<file path="config.mk">
export PLATFORM = sky130hd
export DESIGN_NAME = bht_port_scheduler
export DESIGN_NICKNAME = d
export VERILOG_FILES = /design/src/rtl/bht_pkg.sv /design/src/rtl/bht_upd_fifo.sv /design/src/rtl/bht_port_scheduler.sv
export SDC_FILE = /design/constraint.sdc
export NUM_CORES = 1
export LEC_CHECK = 0
export ABC_AREA = 0
export ABC_CLOCK_PERIOD_IN_PS = 5200
export BUFFER_PORTS_ARGS = -buffer_cell sky130_fd_sc_hd__buf_2
export CORE_ASPECT_RATIO = 1.2
export CORE_UTILIZATION = 57
export CTS_CLUSTER_SIZE = 28
export DETAILED_ROUTE_END_ITERATION = 10
export PLACE_DENSITY_LB_ADDON = 0.08
export SLEW_MARGIN = 20
export SYNTH_ARGS = -nofsm -noshare
export SYNTH_HDL_FRONTEND = slang
export SYNTH_HIERARCHICAL = 1
export SYNTH_SLANG_ARGS = --single-unit
</file>
<file path="constraint.sdc">
create_clock -name clk -period 5.2 [get_ports clk]
set_input_delay 0.26 -clock clk [delete_from_list [all_inputs] [get_ports clk]]
set_output_delay 0.26 -clock clk [all_outputs]
set_load 0.05 [all_outputs]
</file>
<file path="src/rtl/bht_pkg.sv">
// Shared types and helpers for the branch history table port scheduler.
//   ctr_t       : 2-bit saturating counter (0 SNT, 1 WNT, 2 WT, 3 ST)
//   state_t     : sweep/run state of the scheduler
//   upd_t       : one buffered resolution (index, outcome, earlier prediction)
//   ctr_inc_sat / ctr_dec_sat : saturating counter steps
package bht_pkg;

    typedef logic [1:0] ctr_t;

    localparam ctr_t CTR_SNT = 2'd0;
    localparam ctr_t CTR_WNT = 2'd1;
    localparam ctr_t CTR_WT  = 2'd2;
    localparam ctr_t CTR_ST  = 2'd3;

    typedef enum logic {ST_INIT, ST_RUN} state_t;

    // The index field is sized for the widest table supported; users
    // zero-extend on push and take the low IDX_W bits on pop.
    localparam int unsigned IDX_W_MAX = 16;

    typedef struct packed {
        logic [IDX_W_MAX-1:0] index;
        logic                 taken;
        logic                 pred;
    } upd_t;

    function automatic ctr_t ctr_inc_sat(input ctr_t c);
        case (c)
            CTR_SNT: return CTR_WNT;
            CTR_WNT: return CTR_WT;
            default: return CTR_ST;
        endcase
    endfunction

    function automatic ctr_t ctr_dec_sat(input ctr_t c);
        case (c)
            CTR_ST:  return CTR_WT;
            CTR_WT:  return CTR_WNT;
            default: return CTR_SNT;
        endcase
    endfunction

endpackage

</file>
<file path="src/rtl/bht_upd_fifo.sv">
// Resolution FIFO for the BHT port scheduler.
//   clk, rst   : clock, asynchronous active-high reset
//   flush      : synchronous empty (driven by the scheduler's clear)
//   push       : write push_data (ignored when full unless popping too)
//   pop        : remove the head entry (ignored when empty)
//   head       : oldest entry
//   count      : occupancy 0..UPD_DEPTH
//   full/empty : occupancy flags
module bht_upd_fifo
    import bht_pkg::*;
#(
    parameter  int unsigned UPD_DEPTH = 4,
    localparam int unsigned CNT_W     = $clog2(UPD_DEPTH) + 1
) (
    input  logic             clk,
    input  logic             rst,
    input  logic             flush,
    input  logic             push,
    input  upd_t             push_data,
    input  logic             pop,
    output upd_t             head,
    output logic [CNT_W-1:0] count,
    output logic             full,
    output logic             empty
);

    localparam int unsigned PTR_W = $clog2(UPD_DEPTH);

    upd_t             mem [UPD_DEPTH];
    logic [PTR_W-1:0] wr_ptr;
    logic [PTR_W-1:0] rd_ptr;
    logic             do_push;
    logic             do_pop;

    assign full    = (count == CNT_W'(UPD_DEPTH));
    assign empty   = (count == '0);
    assign do_pop  = pop && !empty;
    assign do_push = push && (!full || do_pop);
    assign head    = mem[rd_ptr];

    // Power-of-two depth: pointers wrap by plain overflow.
    always_ff @(posedge clk or posedge rst) begin
        if (rst) begin
            wr_ptr <= '0;
            rd_ptr <= '0;
            count  <= '0;
        end else if (flush) begin
            wr_ptr <= '0;
            rd_ptr <= '0;
            count  <= '0;
        end else begin
            if (do_push) wr_ptr <= wr_ptr + PTR_W'(1);
            if (do_pop)  rd_ptr <= rd_ptr + PTR_W'(1);
            case ({do_push, do_pop})
                2'b10:   count <= count + CNT_W'(1);
                2'b01:   count <= count - CNT_W'(1);
                default: count <= count;
            endcase
        end
    end

    always_ff @(posedge clk) begin
        if (do_push && !flush) mem[wr_ptr] <= push_data;
    end

endmodule

</file>
<file path="src/rtl/bht_port_scheduler.sv">
// Branch history table behind a single access port, shared between
// fetch-side lookups and buffered execute-side resolutions. Runs the
// table-initialisation sweep after reset and after clear.
//   clk, rst          : clock, asynchronous active-high reset
//   clear             : synchronous soft clear, restarts the sweep
//   busy              : sweep in progress
//   lk_valid/ready/index            : lookup request handshake
//   pred_valid/taken/index          : prediction, one cycle after accept
//   up_valid/ready/index/taken/pred : resolution push handshake
// Optional (macro BHT_STATS_EN): stat_lookups, stat_mispred counters.
module bht_port_scheduler
    import bht_pkg::*;
#(
    parameter int unsigned IDX_W     = 6,
    parameter int unsigned UPD_DEPTH = 4,
    parameter ctr_t        INIT_CTR  = CTR_WT
) (
    input  logic             clk,
    input  logic             rst,
    input  logic             clear,
    output logic             busy,
    input  logic             lk_valid,
    output logic             lk_ready,
    input  logic [IDX_W-1:0] lk_index,
    output logic             pred_valid,
    output logic             pred_taken,
    output logic [IDX_W-1:0] pred_index,
    input  logic             up_valid,
    output logic             up_ready,
    input  logic [IDX_W-1:0] up_index,
    input  logic             up_taken,
    input  logic             up_pred
`ifdef BHT_STATS_EN
    ,
    output logic [31:0]      stat_lookups,
    output logic [31:0]      stat_mispred
`endif
);

    localparam int unsigned DEPTH = 1 << IDX_W;
    localparam int unsigned CNT_W = $clog2(UPD_DEPTH) + 1;

    state_t             state;
    state_t             state_nxt;
    logic [IDX_W-1:0]   init_ptr;
    ctr_t               ctr_tbl [DEPTH];

    upd_t               push_data;
    upd_t               head;
    logic [CNT_W-1:0]   count;
    logic               full;
    logic               empty;
    logic               push;
    logic [IDX_W-1:0]   upd_idx;

    logic               init_wr;
    logic               update_grant;
    logic               lookup_go;
    logic               unused_bits;

    assign push_data   = {IDX_W_MAX'(up_index), up_taken, up_pred};
    assign upd_idx     = head.index[IDX_W-1:0];
    assign up_ready    = !rst && !clear && !full;
    assign push        = up_valid && up_ready;
    assign unused_bits = ^{head.pred, head.index, up_pred, count};

    bht_upd_fifo #(
        .UPD_DEPTH (UPD_DEPTH)
    ) u_fifo (
        .clk       (clk),
        .rst       (rst),
        .flush     (clear),
        .push      (push),
        .push_data (push_data),
        .pop       (update_grant),
        .head      (head),
        .count     (count),
        .full      (full),
        .empty     (empty)
    );

    always_ff @(posedge clk or posedge rst) begin
        if (rst) state <= ST_INIT;
        else     state <= state_nxt;
    end

    // A full FIFO takes the port outright; otherwise a waiting lookup wins
    // and updates only drain on idle cycles. clear blocks both.
    always_comb begin
        state_nxt    = state;
        busy         = 1'b0;
        lk_ready     = 1'b0;
        init_wr      = 1'b0;
        update_grant = 1'b0;
        lookup_go    = 1'b0;
        case (state)
            ST_INIT: begin
                busy = 1'b1;
                if (!clear) begin
                    init_wr = 1'b1;
                    if (init_ptr == '1) state_nxt = ST_RUN;
                end
            end
            ST_RUN: begin
                lk_ready     = !clear && !full;
                update_grant = !clear && (full || (!empty && !lk_valid));
                lookup_go    = lk_valid && lk_ready;
            end
            default: state_nxt = ST_INIT;
        endcase
        if (clear) state_nxt = ST_INIT;
    end

    always_ff @(posedge clk or posedge rst) begin
        if (rst) begin
            init_ptr   <= '0;
            pred_valid <= 1'b0;
            pred_taken <= 1'b0;
            pred_index <= '0;
        end else begin
            // Wraps back to 0 after the last entry, ready for the next sweep.
            if (clear)        init_ptr <= '0;
            else if (init_wr) init_ptr <= init_ptr + IDX_W'(1);
            pred_valid <= lookup_go;
            if (lookup_go) begin
                pred_taken <= ctr_tbl[lk_index][1];
                pred_index <= lk_index;
            end
        end
    end

    // Single port: sweep write, update read-modify-write and lookup read
    // are mutually exclusive by construction of the grants above.
    always_ff @(posedge clk) begin
        if (init_wr)
            ctr_tbl[init_ptr] <= INIT_CTR;
        else if (update_grant)
            ctr_tbl[upd_idx] <= head.taken ? ctr_inc_sat(ctr_tbl[upd_idx])
                                           : ctr_dec_sat(ctr_tbl[upd_idx]);
    end

`ifdef BHT_STATS_EN
    always_ff @(posedge clk or posedge rst) begin
        if (rst) begin
            stat_lookups <= '0;
            stat_mispred <= '0;
        end else if (clear) begin
            stat_lookups <= '0;
            stat_mispred <= '0;
        end else begin
            if (lookup_go)                      stat_lookups <= stat_lookups + 32'd1;
            if (push && (up_pred != up_taken))  stat_mispred <= stat_mispred + 32'd1;
        end
    end
`endif

endmodule
</file>
==> flow_metrics.py <==
metrics = {
    "run_status": {
        "violations": "DRC",
        "outcome": "finished with violations",
    },
    "floorplan": {
        "num_io_pins": 30,
        "die_area_um2": 14700,
        "num_rows": 47,
        "coreArea_um2": 13900,
        "initial_core_util_pct": 58.5,
        "die_y_um": 133,
        "die_x_um": 111,
    },
    "sta": {
        "slew_headroom_pct": 32.9,
        "rsz0062_at_grt": "no",
        "fin_worst_skew_ps": 7.37,
        "fin_tns_setup_ps": 0,
        "clock.fmax_mhz": 245,
        "finalHoldViolCount": 0,
        "fin_crit_ps": 4080,
        "finalMaxSlewViolations": 0,
        "finalSetupViolCount": 0,
        "period_share_pct": 78.4,
        "fin_ws_ps": 1120,
        "tightest_slew_ps": 1010,
    },
    "placement": {
        "dp.cells": 688,
        "placed_area_um2": 8420,
        "io_buffers": 28,
        "gp_congestion": 0.820,
        "post-dp-hpwl_mm": 10.8,
        "place_worst_setup_slack_ps": 1060,
    },
    "clock_network": {
        "clk_latency_ps": 420,
        "tritoncts": "built",
        "clock_path_buffers": 2,
        "numCtsBuffers": 17,
        "cts.root.buffer_cell": "clkbuf_16",
        "htreeDepth": 4,
        "cts_setup_buffers": 0,
        "clkTransAtPathRegs_ps": 60,
        "clock_sinks": 178,
    },
    "global_routing": {
        "grt_overflow_total": 0,
        "grt_pass1_wl_mm": 25.8,
        "antenna_found_initial": 0,
        "grt_max_degree": 37,
        "first_global_vias": 4652,
        "grt_usage_pct": 24.6,
    },
    "detailed_routing": {
        "ant_nets": 0,
        "wl_per_cell_um": 22.8,
        "vias": 4564,
        "dr.pass1.iters": 8,
        "routed_wl_mm": 16.4,
        "avgViaCountPerCell": 6.33,
        "drt-initial-drc-count": 348,
        "drc": 8,
    },
    "pwr": {
        "leakage_nw": 3.26,
        "max-vdd-ir-drop_mv": 0.235,
        "p_per_area_nw_per_um2": 334,
    },
    "worst_setup_path": {
        "crit_family": "multiplexers",
        "path_buf_inv": 2,
        "max_stage_delay_ps": 1020,
        "cp_slowest_cell": "mux4_2",
        "cp-end-kind": "flip-flop",
        "path_cells": "buf_4 > mux4_2 > mux4_2 > a22oi_1 > a21oi_1 > or4_1 > o21ai_0 > a21oi_4 > buf_4",
        "crit_type": "flip-flop to flip-flop",
        "path_max_fanout": 36,
        "arrival_ps": 4210,
        "crit_path_start_kind": "flip-flop",
        "required_ps": 5330,
    },
    "synth": {
        "syn-num-nets": 538,
        "yosysWarnings": 6,
        "avgSynthCellArea_um2": 15.8,
        "syn_inst": 513,
        "syn_area_um2": 8120,
    },
    "finish": {
        "post-route-util_pct": 65.4,
        "layout.cells.non_filler": 721,
        "nets": 562,
        "finalInstanceArea_um2": 9070,
        "drive_gt1_share_pct": 26.4,
        "n_antenna_cell": 0,
        "synthToLayoutAreaGrowth_pct": 11.7,
    },
    "min_path": {
        "worstHoldPathType": "input port to flip-flop",
    },
    "run": {
        "maxCapViolations": 0,
    },
}
[cell usage in the layout, fill, tap and decap left out, drive strengths merged, types with 5 or more instances in the layout]
master,instances
edfxtp,156
dfrtp,22
inv,10
bufinv,5
xor2,6
o21ai,11
clkinv,6
clkbuf,18
nand3b,5
mux4,60
nor2,82
nand2b,10
a21oi,10
buf,38
ha,5
a22oi,16
nand3,6
mux2,8
nand2,23
[timing repair]
action                                  in CTS  in global routing
endpoints found under the setup margin       0                  0
endpoints found under the hold margin       22                  0
hold buffers                                 1                  0
gates resized for setup                      0                  0
[stage by stage]
| step | power (mW) | hold slack, ps |
|---|---|---|
| CTS | 3.05 | 32.2 |
| floorplan | 1.66 | 63.4 |
| detailed placement | 1.70 | 236 |
| global placement | 1.70 | 230 |
| finish | 3.03 | 47.4 |
| global route | 3.10 | 34.7 |
[flip-flops by register name, summed over array words and instances, names as in the netlist]
register,cells
pred_valid,1
u_fifo/wr_ptr,2
state,1
u_fifo/rd_ptr,2
ctr_tbl,128
pred_taken,1
u_fifo/count,3
init_ptr,6
pred_index,6
u_fifo/mem,28
[path summary, 6_finish.rpt]
path | from | endpoint | slack, ps | depth (start not counted)
setup / recovery | u_fifo/rd_ptr[0] | ctr_tbl[61][0] | 1120 | 9
hold / removal | up_index[1] | u_fifo/mem[1][3] | 50 | 1
setup reg to reg | u_fifo/rd_ptr[0] | ctr_tbl[61][0] | 1120 | 9
hold reg to reg | pred_index[1] | pred_index[1] | 500 | 1
max in group asynchronous | rst | pred_taken | 4280 | 3
min in group asynchronous | rst | u_fifo/wr_ptr[1] | 340 | 3
[power by group]
| part | switching (mW) | total [mW] | internal (mW) | leakage (nW) |
|---|---|---|---|---|
| Sequential | 0.00706 | 1.55 | 1.55 | 1.98 |
| Clock | 0.515 | 1.37 | 0.850 | 0.304 |
| Combinational | 0.0739 | 0.113 | 0.0386 | 0.973 |
[per-layer routing]
layer  part of all wire, %  global-route usage, %  up-vias
li1                      -                      -     2047
met4                   3.8                   12.6        0
met1                    39                   30.1     2338
met3                   4.2                   4.49       38
met5                     0                      0        -
met2                    53                   42.1      141
[final cells by class]
class | count | area [um2]
inverters | 10 | 37.5
repair buffers | 39 | 225
fillers | 1001 | 4810
flip-flops and latches | 178 | 5240
clock buffers | 18 | 429
multi-input cells | 291 | 2720
well taps | 171 | 214
clock inverters | 14 | 213
Note: power is estimated with default switching activity, not from simulation.
